`src/rtl/mipi_csi2_pkg.sv`:
```
// mipi_csi2_pkg: shared CSI-2 data types, header layout, FSM states and ECC parity masks.
// The masks are used by mipi_csi2_ecc when MIPI_CSI2_ECC_CHECK_EN is defined.
package mipi_csi2_pkg;
  localparam logic [5:0] DT_FS       = 6'h00;
  localparam logic [5:0] DT_FE       = 6'h01;
  localparam logic [5:0] DT_LS       = 6'h02;
  localparam logic [5:0] DT_LE       = 6'h03;
  localparam logic [5:0] DT_RAW10    = 6'h2B;
  localparam logic [5:0] DT_LONG_MIN = 6'h10;
  localparam int DI_LSB  = 0;
  localparam int WC_LSB  = 8;
  localparam int ECC_LSB = 24;
  typedef enum logic [2:0] {IDLE, PAYLOAD, CRC, SKIP, WAIT_LP} state_t;
  // Row j selects the header bits that feed ECC parity bit j
  localparam logic [5:0][23:0] ECC_MASK = {
    24'hEFFC00, 24'hDF03F0, 24'hB8E38E, 24'h749A6D, 24'hF2555B, 24'hF12CB7
  };
  function automatic logic [5:0] ecc_parity(input logic [23:0] hdr);
    for (int j = 0; j < 6; j++) ecc_parity[j] = ^(hdr & ECC_MASK[j]);
  endfunction
endpackage

```
`src/rtl/mipi_csi2_packet_handler_if.sv`:
```
// mipi_csi2_packet_handler_if: lane-word input and payload/sync/error output bundle.
interface mipi_csi2_packet_handler_if;
  logic [31:0] data_i;
  logic        data_valid_i;
  logic [31:0] payload_o;
  logic        payload_valid_o;
  logic        payload_last_o;
  logic [2:0]  payload_bytes_o;
  logic        frame_start_o;
  logic        frame_end_o;
  logic        line_start_o;
  logic        line_end_o;
  logic        err_trunc_o;
  logic        err_ecc_o;
  modport slave (
    input  data_i, data_valid_i,
    output payload_o, payload_valid_o, payload_last_o, payload_bytes_o,
    output frame_start_o, frame_end_o, line_start_o, line_end_o, err_trunc_o, err_ecc_o
  );
  modport master (
    output data_i, data_valid_i,
    input  payload_o, payload_valid_o, payload_last_o, payload_bytes_o,
    input  frame_start_o, frame_end_o, line_start_o, line_end_o, err_trunc_o, err_ecc_o
  );
endinterface

```
`src/rtl/mipi_csi2_ecc.sv`:
```
// mipi_csi2_ecc: header Hamming check; corrects single-bit errors, flags multi-bit ones.
// Only instantiated when MIPI_CSI2_ECC_CHECK_EN is defined.
module mipi_csi2_ecc
  import mipi_csi2_pkg::*;
(
  input  logic [29:0] i_hdr,
  output logic [23:0] o_hdr,
  output logic        o_err
);
  logic [5:0] w_syn;
  logic [5:0] w_col;
  logic       w_hit;
  assign w_syn = ecc_parity(i_hdr[23:0]) ^ i_hdr[ECC_LSB +: 6];
  // Data-bit columns have odd weight >1, so a one-hot syndrome is a parity-bit error
  always_comb begin
    o_hdr = i_hdr[23:0];
    w_hit = 1'b0;
    w_col = '0;
    for (int i = 0; i < 24; i++) begin
      for (int j = 0; j < 6; j++) w_col[j] = ECC_MASK[j][i];
      if (w_syn == w_col) begin
        o_hdr[i] = ~i_hdr[i];
        w_hit    = 1'b1;
      end
    end
    o_err = (w_syn != '0) && !$onehot(w_syn) && !w_hit;
  end
endmodule

```
`src/rtl/mipi_csi2_packet_handler.sv`:
```
// mipi_csi2_packet_handler: CSI-2 header parse, payload forward with CRC strip, sync pulses.
// Header ECC checking/correction is enabled by defining MIPI_CSI2_ECC_CHECK_EN.
module mipi_csi2_packet_handler
  import mipi_csi2_pkg::*;
#(
  parameter logic [5:0] DT_SEL = DT_RAW10,
  parameter logic [1:0] VC_SEL = 2'd0,
  parameter int         WC_W   = 16
) (
  input logic                        clk_i,
  input logic                        rst_ni,
  mipi_csi2_packet_handler_if.slave  bus
);
  localparam int REM_W = WC_W + 2;
  logic [23:0]     w_hdr;
  logic            w_ecc_err;
  logic            w_unused_ecc;
  logic [1:0]      w_vc;
  logic [5:0]      w_dt;
  logic [WC_W-1:0] w_wc;
  logic            w_v;
  state_t          r_state;
  logic [REM_W-1:0] r_rem;
  logic [31:0]     r_pay;
  logic            r_pv, r_last, r_fs, r_fe, r_ls, r_le, r_trunc, r_ecc;
  logic [2:0]      r_bytes;
`ifdef MIPI_CSI2_ECC_CHECK_EN
  mipi_csi2_ecc u_ecc (.i_hdr(bus.data_i[29:0]), .o_hdr(w_hdr), .o_err(w_ecc_err));
  assign w_unused_ecc = ^bus.data_i[31:30];
`else
  assign w_hdr        = bus.data_i[23:0];
  assign w_ecc_err    = 1'b0;
  assign w_unused_ecc = ^bus.data_i[31:24];
`endif
  assign w_v  = bus.data_valid_i;
  assign w_vc = w_hdr[DI_LSB+6 +: 2];
  assign w_dt = w_hdr[DI_LSB +: 6];
  assign w_wc = w_hdr[WC_LSB +: WC_W];
  always_ff @(posedge clk_i or negedge rst_ni) begin
    if (!rst_ni) begin
      r_state <= IDLE;
      r_rem   <= '0;
      r_pay   <= '0;
      r_pv    <= 1'b0;
      r_last  <= 1'b0;
      r_bytes <= '0;
      r_fs    <= 1'b0;
      r_fe    <= 1'b0;
      r_ls    <= 1'b0;
      r_le    <= 1'b0;
      r_trunc <= 1'b0;
      r_ecc   <= 1'b0;
    end else begin
      r_pv    <= 1'b0;
      r_last  <= 1'b0;
      r_bytes <= '0;
      r_fs    <= 1'b0;
      r_fe    <= 1'b0;
      r_ls    <= 1'b0;
      r_le    <= 1'b0;
      r_trunc <= 1'b0;
      r_ecc   <= 1'b0;
      case (r_state)
        IDLE: if (w_v) begin
          if (w_ecc_err) begin
            r_ecc   <= 1'b1;
            r_state <= WAIT_LP;
          end else if (w_dt < DT_LONG_MIN) begin
            r_fs    <= w_vc == VC_SEL && w_dt == DT_FS;
            r_fe    <= w_vc == VC_SEL && w_dt == DT_FE;
            r_ls    <= w_vc == VC_SEL && w_dt == DT_LS;
            r_le    <= w_vc == VC_SEL && w_dt == DT_LE;
            r_state <= WAIT_LP;
          end else if (w_vc == VC_SEL && w_dt == DT_SEL && w_wc != '0) begin
            r_rem   <= REM_W'(w_wc);
            r_state <= PAYLOAD;
          end else begin
            r_rem   <= REM_W'(w_wc) + REM_W'(2);
            r_state <= SKIP;
          end
        end
        PAYLOAD: if (!w_v) begin
          r_trunc <= 1'b1;
          r_state <= IDLE;
        end else begin
          r_pv  <= 1'b1;
          r_pay <= bus.data_i;
          if (r_rem > REM_W'(4)) begin
            r_bytes <= 3'd4;
            r_rem   <= r_rem - REM_W'(4);
          end else begin
            r_bytes <= r_rem[2:0];
            r_last  <= 1'b1;
            r_rem   <= '0;
            // Fewer than two CRC bytes fit in this word: the rest arrive in the next one
            r_state <= r_rem <= REM_W'(2) ? WAIT_LP : CRC;
          end
        end
        CRC: begin
          r_trunc <= !w_v;
          r_state <= w_v ? WAIT_LP : IDLE;
        end
        SKIP: if (!w_v) begin
          r_trunc <= 1'b1;
          r_state <= IDLE;
        end else if (r_rem > REM_W'(4)) begin
          r_rem <= r_rem - REM_W'(4);
        end else begin
          r_rem   <= '0;
          r_state <= WAIT_LP;
        end
        WAIT_LP: r_state <= w_v ? WAIT_LP : IDLE;
        default: r_state <= IDLE;
      endcase
    end
  end
  assign bus.payload_o       = r_pay;
  assign bus.payload_valid_o = r_pv;
  assign bus.payload_last_o  = r_last;
  assign bus.payload_bytes_o = r_bytes;
  assign bus.frame_start_o   = r_fs;
  assign bus.frame_end_o     = r_fe;
  assign bus.line_start_o    = r_ls;
  assign bus.line_end_o      = r_le;
  assign bus.err_trunc_o     = r_trunc;
  assign bus.err_ecc_o       = r_ecc;
endmodule

```
`src/flat_wrapper.sv`:
```
// flat-port wrapper written by rule: the top's interface ports become plain ports
module mipi_csi2_packet_handler_flat import mipi_csi2_pkg::*;
#(
  parameter logic [5:0] DT_SEL = DT_RAW10,
  parameter logic [1:0] VC_SEL = 2'd0,
  parameter int         WC_W   = 16
)
  (clk_i, rst_ni, bus_data_i, bus_data_valid_i, bus_payload_o, bus_payload_valid_o, bus_payload_last_o, bus_payload_bytes_o, bus_frame_start_o, bus_frame_end_o, bus_line_start_o, bus_line_end_o, bus_err_trunc_o, bus_err_ecc_o);
  mipi_csi2_packet_handler_if bus_i ();
  input logic clk_i;
  input logic rst_ni;
  input wire logic [$bits(bus_i.data_i)-1:0] bus_data_i;
  input wire logic [$bits(bus_i.data_valid_i)-1:0] bus_data_valid_i;
  output wire logic [$bits(bus_i.payload_o)-1:0] bus_payload_o;
  output wire logic [$bits(bus_i.payload_valid_o)-1:0] bus_payload_valid_o;
  output wire logic [$bits(bus_i.payload_last_o)-1:0] bus_payload_last_o;
  output wire logic [$bits(bus_i.payload_bytes_o)-1:0] bus_payload_bytes_o;
  output wire logic [$bits(bus_i.frame_start_o)-1:0] bus_frame_start_o;
  output wire logic [$bits(bus_i.frame_end_o)-1:0] bus_frame_end_o;
  output wire logic [$bits(bus_i.line_start_o)-1:0] bus_line_start_o;
  output wire logic [$bits(bus_i.line_end_o)-1:0] bus_line_end_o;
  output wire logic [$bits(bus_i.err_trunc_o)-1:0] bus_err_trunc_o;
  output wire logic [$bits(bus_i.err_ecc_o)-1:0] bus_err_ecc_o;
  assign bus_i.data_i = bus_data_i;
  assign bus_i.data_valid_i = bus_data_valid_i;
  assign bus_payload_o = bus_i.payload_o;
  assign bus_payload_valid_o = bus_i.payload_valid_o;
  assign bus_payload_last_o = bus_i.payload_last_o;
  assign bus_payload_bytes_o = bus_i.payload_bytes_o;
  assign bus_frame_start_o = bus_i.frame_start_o;
  assign bus_frame_end_o = bus_i.frame_end_o;
  assign bus_line_start_o = bus_i.line_start_o;
  assign bus_line_end_o = bus_i.line_end_o;
  assign bus_err_trunc_o = bus_i.err_trunc_o;
  assign bus_err_ecc_o = bus_i.err_ecc_o;
  mipi_csi2_packet_handler #(.DT_SEL(DT_SEL), .VC_SEL(VC_SEL), .WC_W(WC_W)) u_core (.clk_i(clk_i), .rst_ni(rst_ni), .bus(bus_i));
endmodule
```
`config.mk`:
```
export PLATFORM = sky130hd
export DESIGN_NAME = mipi_csi2_packet_handler_flat
export DESIGN_NICKNAME = d
export VERILOG_FILES = /design/src/rtl/mipi_csi2_pkg.sv /design/src/rtl/mipi_csi2_packet_handler_if.sv /design/src/rtl/mipi_csi2_ecc.sv /design/src/rtl/mipi_csi2_packet_handler.sv /design/src/flat_wrapper.sv
export SDC_FILE = /design/constraint.sdc
export NUM_CORES = 1
export LEC_CHECK = 0
export ABC_AREA = 0
export BUFFER_PORTS_ARGS = -buffer_cell sky130_fd_sc_hd__buf_2
export CAP_MARGIN = 40
export CORE_MARGIN = 4
export CORE_UTILIZATION = 30
export DETAILED_ROUTE_END_ITERATION = 10
export PLACE_DENSITY = 0.47
export SETUP_SLACK_MARGIN = 0.1
export SLEW_MARGIN = 20
export SYNTH_ARGS = -nofsm -noshare
export SYNTH_HDL_FRONTEND = slang
export SYNTH_SLANG_ARGS = --single-unit
```
`constraint.sdc`:
```
create_clock -name clk_i -period 3.8 [get_ports clk_i]
set_input_delay 0.76 -clock clk_i [delete_from_list [all_inputs] [get_ports clk_i]]
set_output_delay 0.76 -clock clk_i [all_outputs]
set_load 0.01 [all_outputs]
```
==> results of run 1 <==
-- registers in the layout, summed over array words and instances (netlist names) --
register and count:
u_core.bus.payload_o 32, u_core.bus.payload_valid_o 1, u_core.r_state 3, u_core.bus.payload_last_o 1
u_core.bus.frame_start_o 1, u_core.bus.line_end_o 1, u_core.bus.payload_bytes_o 3, u_core.r_rem 18
u_core.bus.err_trunc_o 1, u_core.bus.frame_end_o 1, u_core.bus.line_start_o 1
-- area by class of cell --
type	count	area, um2
tap	136	170
multi-input combinational	207	1510
clock inverter	4	30.0
inverter	7	26.3
timing repair buffer	81	430
fill	1071	6420
sequential	63	1580
clock buffer	12	155
-- Yosys cell counts, types with 2 or more instances --
cell      instances  share of area
dfrtp_1          63           0.50
clkbuf_1          5         0.0059
inv_1             6         0.0071
a311oi_1          2         0.0055
nand3_1          10          0.016
o221ai_1         12          0.033
nand4_1           9          0.018
mux2i_1           2         0.0063
nor2b_1           2         0.0039
o311ai_0          2         0.0055
and3_1            7          0.014
o21ai_1           8          0.013
or3_1             5         0.0099
nand2_1          14          0.017
o21ai_2           3         0.0083
nor3_1           12          0.019
nor4_1            7          0.014
ha_1              3          0.012
o21ai_0           6         0.0095
buf_2             4         0.0063
xor2_1           11          0.030
nor2_1           19          0.022
mux2_2           32           0.11
and4_1            2         0.0055
nand2b_1          3         0.0059
xnor2_1           3         0.0083
o21a_1            2         0.0047
a21oi_2           3         0.0083
nor3b_1           2         0.0047
a21oi_1           7          0.011
-- worst max path at each step --
| stage | start | endpoint | slack (ns) |
|---|---|---|---|
| final | u_core.r_rem[10]$_DFFE_PN0P_ | u_core.r_rem[8]$_DFFE_PN0P_ | 1.28 |
| after global routing | u_core.r_rem[10]$_DFFE_PN0P_ | u_core.r_rem[10]$_DFFE_PN0P_ | 1.07 |
| after CTS | u_core.r_rem[10]$_DFFE_PN0P_ | u_core.r_rem[8]$_DFFE_PN0P_ | 1.29 |
| after detailed placement | bus_data_i[4] | u_core.r_rem[5]$_DFFE_PN0P_ | 1.02 |
| after global placement | bus_data_i[4] | u_core.r_rem[2]$_DFFE_PN0P_ | 1.03 |
| after floorplan | bus_data_i[11] | u_core.r_rem[6]$_DFFE_PN0P_ | 1.70 |
-- metrics by stage --
stage | hold slack [ns] | power, mW | cell area, um2 | setup WS, ns | cells
3_5_place_dp | 0.488 | 2.39 | 3720 | 1.02 | 494
3_3_place_gp | 0.474 | 2.38 | 3700 | 1.03 | 493
6_report | 0.338 | 2.92 | 3900 | 1.28 | 510
4_1_cts | 0.339 | 2.96 | 3900 | 1.29 | 510
5_1_grt | 0.360 | 3.16 | 3900 | 1.07 | 510
2_1_floorplan | 0.456 | 1.98 | 3170 | 1.70 | 288
-- logic make-up after synthesis --
kind of cell,share of synthesized area
AO/OA/AOI/OAI,0.125
multiplexers,0.120
XOR/XNOR,0.0386
buffers and inverters,0.0264
AND/OR/NAND/NOR,0.181
other,0.00118
adder cells (fa/ha/maj),0.0118
flip-flops,0.497
-- worst max-delay path: stages (launching register included) --
cell      delay [ns]
dfrtp_1         0.42
nor4_4          0.44
nand3_2         0.20
o31ai_4         0.68
nand2_1         0.25
o311ai_0        0.19
o221ai_1        0.19
-- layout by cell type, fill, tap and decap left out, types with 4 or more instances in the layout --
cell type,Yosys,routed
a21oi_1,7,7
and3_1,7,7
buf_2,4,76
buf_4,1,4
clkbuf_8,0,11
dfrtp_1,63,63
inv_1,6,6
mux2_2,32,32
nand2_1,14,14
nand3_1,10,10
nand4_1,9,9
nor2_1,19,19
nor3_1,12,12
nor4_1,7,7
o21ai_0,6,6
o21ai_1,8,8
o221ai_1,12,12
or3_1,5,5
xor2_1,11,11
-- per-layer routing --
metal | GRT usage | routed length, um
met2 | 0.220 | 3840
met3 | 0.0344 | 444
met1 | 0.191 | 3880
met4 | 0.0460 | 129
met5 | 0 | 0
-- power by group --
part           internal [mW]  total (mW)  switching [mW]
combinational          0.547        1.20           0.650
clock                  0.274       0.550           0.276
sequential             0.954        1.17           0.219
==> results.md, run 1 <==
* Outcome: finished clean
* Worst-path clk slew at 0.08 ns
* Endpoints failing hold at 0
* Required @ worst endpoint at 4.00 ns
* Yosys warns at 0
* Nets at 407
* 1st-iter DRT viols at 172
* Distinct cell type count after synthesis at 52
* Largest net degree at the start of global routing at 27
* Max Fclk at between 0.3 and 0.4 GHz
* Post-Syn Area at roughly 0.0032 mm2
* Syn-to-layout area delta at 22.9%
* CTS max path bufs at 2
* Leak Pwr at 1.74 nW
* Period Utilization, post-route at 0.664
* Rel. slew slack at 0.517
* Final ANT Viol Nets at 0
* I/O pin count at 78
* # clock sinks at 63
* CTS Buf Count at 9
* CP Launch Type: flop
* Setup CP Type: reg -> reg
* Post-Syn Nets at about 330
* Row count at 37
* Antenna cell count at 0
* Worst-Margin Slew at 0.724 ns
* First-pass GRT wire length at 14,100 um
* Vias in the first global route at 2,715
* Router iterations before antenna repair at 5
* Setup violations, final at 0
* Worst Skew at 0.0102 ns
* H-tree Lvls at 3
* Starting Density at 0.307
* Gr usage total at 0.141
* Layout cell share with drive strength beyond 1 at 0.382
* Synth async-reset ratio at 1.00
* Post-CTS Hold Fix Bufs at 0
* Flop-to-flop setup slack at 1.28 ns
* Routed wire length at 8290 um
* DRC Markers at 0
* Die height at around 110 um
* Crit end category: flop
* I/O Buffers at 76
* Final Util at 0.378
* Core area at about 0.010 mm2
* Ys flop type: dfrtp_1
* Max_cap viols at 0
* Worst r2r path cells at 6
* CTS Root Cell: clkbuf_8
* Worst EP arrival at around 2.7 ns
* Reg2reg start: u_core.r_rem[10]$_DFFE_PN0P_
* Sequential area share after synthesis at 0.497
* Routability cong. at 0.826
* #FFs+latches synth at 63
* Gr ovfl total at 0
* Reg2Reg Capture Point: u_core.r_rem[8]$_DFFE_PN0P_
* Max VDD drop at about 0.28 mV
* Min Tclk post-route at 2.52 ns
* Vias at 2,609
* Die area at approximately 0.012 mm2
* RSZ-0062 raised after global routing: no
* Power Density at around 750 mW/mm2
* Vias per std cell at 5.12
* Setup TNS at 0 ns
* Syn Inst Count at 288
* Die X at approximately 110 um
* Hold WC Path Type: in -> async
* Slew Limit Fails at 0
* CTS tree: done
* Clock latency on the worst-skew pair at about 0.34 ns
* Initial antenna violation count at 0
* EDFF count, synth at 0
* Post-CTS Setup Inserts at 0
* Avg Cell Area, Syn at 11.0 um2
* Post-CTS Resized at 0
* Avg WL per Cell at 16.3 um
* Critical path peak fanout at 16
* Placed wire-length estimate at 6270 um
Note: power is estimated with default switching activity, not from simulation.
==> run 2: changes to the inputs <==
Settings changed: PLACE_DENSITY 0.47 to 0.49.
Clock period 3.8 ns to 2 ns, I/O delays scaled along.
==> run 2 against run 1 <==
Non-clock buffer count increased by 48. Hold slack worse by 0.31 ns. Critical path type unchanged. Largest cell class unchanged. Sequential power increased by 85%. Design area grew 12%.
==> results.md, run 2 (synthesized netlist as in run 1, its figures left out) <==
* Antenna cell count at 0
* End of the critical path: u_core.r_rem[6]$_DFFE_PN0P_
* Power Density at between 1000 and 1500 mW/mm2
* I/O Buffers at 76
* Design area at 0.00437 mm2
* Power, Total at 6.22 mW
* Layout cell share with drive strength beyond 1 at 0.474
* Fill count at 1,009
* Routed wire length at between 8000 and 9000 um
* Largest net degree at the start of global routing at 26
* Final ANT Viol Nets at 0
* 1st-iter DRT viols at around 190
* Reg2Reg Capture Point: u_core.r_rem[6]$_DFFE_PN0P_
* Max Fclk at between 0.5 and 0.6 GHz
* CTS max path bufs at 2
* Post-Place Setup Slack at ~0.011 ns
* I/O pin count at 78
* Avg WL per Cell at 15.7 um
* Die height at 111 um
* Outcome: finished clean
* Endpoints failing hold at 0
* CTS Buf Count at 9
* Syn-to-layout area delta at 37.6%
* Worst Skew at roughly 0.010 ns
* Core area at around 0.010 mm2
* Clock latency on the worst-skew pair at between 0.3 and 0.4 ns
* Leak Pwr at 2.01 nW
* Die area at 0.0123 mm2
* Routability cong. at 0.870
* Slew Limit Fails at 0
* Router iterations before antenna repair at 4
* Post-CTS Hold Fix Bufs at 0
* First-pass GRT wire length at 14,500 um
* Dpl cell area at between 0.004 and 0.005 mm2
* Register area at 0.00158 mm2
* DRC Markers at 0
* Worst r2r path cells at 7
* Gr usage total at 0.146
* Gr ovfl total at 0
* Vias per std cell at 4.90
* Commonest non-fill, non-tap cell in the layout: buf_2
* Rel. slew slack at 0.616
* Largest register FFs at 32
* Min Tclk post-route at 1.91 ns
* # clock sinks at 63
* Reg2reg start: u_core.r_rem[10]$_DFFE_PN0P_
* Placed wire-length estimate at 6800 um
* Vias in the first global route at 2,864
* Setup CP Type: reg -> reg
* Row count at 37
* Max_cap viols at 0
* CTS Root Cell: clkbuf_8
* Vias at 2,735
* Multi-input combinational cell area at between 0.0015 and 0.002 mm2
* Starting Density at 0.307
* Die X at 111 um
* Crit end category: flop
* Worst-path clk slew at 0.08 ns
* Flop-to-flop setup slack at 0.09 ns
* Hold WC Path Type: in -> async
* Initial antenna violation count at 0
* Crit path from: u_core.r_rem[10]$_DFFE_PN0P_
* RSZ-0062 raised after global routing: yes
* Period Utilization, post-route at 0.953
* Worst EP arrival at 2.13 ns
* Post-route setup slack at 0.0931 ns
* Critical path peak fanout at 5
* Most frequent cells in the layout: buf_2 (76), dfrtp_1 (63), buf_4 (49)
* CTS tree: done
* Worst-Margin Slew at between 0.5 and 0.6 ns
* H-tree Lvls at 3
* CP Launch Type: flop
* Max VDD drop at between 0.4 and 0.5 mV
* Setup violations, final at 0
* Nets at 455
* Required @ worst endpoint at roughly 2.2 ns
[run 2: worst max-delay path: stages, from the launching register on]
cell and delay, ns:
dfrtp_1 0.41, nor4_4 0.31, nand3_2 0.18, o31ai_4 0.36, buf_4 0.20, a21oi_1 0.04, o21ai_0 0.16, o211ai_1 0.11
[run 2: how the worst min path moves through the flow]
stage | start | endpoint
final | rst_ni | u_core.bus.payload_o[28]$_DFFE_PN0P_
after floorplan | rst_ni | u_core.bus.err_trunc_o$_DFF_PN0_
after global routing | rst_ni | u_core.r_state[2]$_DFFE_PN0P_
after CTS | rst_ni | u_core.bus.payload_o[25]$_DFFE_PN0P_
after detailed placement | rst_ni | u_core.bus.payload_o[31]$_DFFE_PN0P_
after global placement | rst_ni | u_core.bus.payload_o[31]$_DFFE_PN0P_
[run 2: stage by stage]
stage | utilization | instances | hold WS [ns] | TNS, ns
2_1_floorplan | - | 288 | 0.104 | 0
3_3_place_gp | 0.396 | 540 | 0.431 | 0
3_5_place_dp | 0.396 | 540 | 0.426 | 0
4_1_cts | 0.418 | 556 | 0.0428 | 0
5_1_grt | 0.423 | 558 | 0.0674 | -0.0522
6_report | 0.423 | 558 | 0.0296 | 0
[run 2: what timing repair did]
item                       in CTS  in global routing
gates resized for setup         3                  8
setup endpoints to repair       9                 19
pin swaps                       2                  5
buffers inserted                0                  2
[run 2: power by group]
group	leakage (nW)	switching (mW)	internal (mW)
logic	1.12	1.42	1.41
registers	0.781	0.361	1.81
clock network	0.107	0.568	0.655
[run 2: cell type report]
| type | count | area share |
|---|---|---|
| clock buffers | 11 | 0.0347 |
| clock inverters | 5 | 0.0146 |
| inverters | 7 | 0.00601 |
| multi-input cells | 207 | 0.357 |
| flip-flops and latches | 63 | 0.361 |
| well taps | 136 | 0.0389 |
| repair buffers | 129 | 0.188 |
[run 2: layer usage]
| metal | vias to the layer above | wire, um | global-route usage |
|---|---|---|---|
| met5 | - | 0 | 0 |
| met4 | 0 | 174 | 0.0608 |
| met3 | 15 | 401 | 0.0284 |
| met2 | 66 | 4230 | 0.241 |
| met1 | 1323 | 3930 | 0.186 |
| li1 | 1331 | - | - |
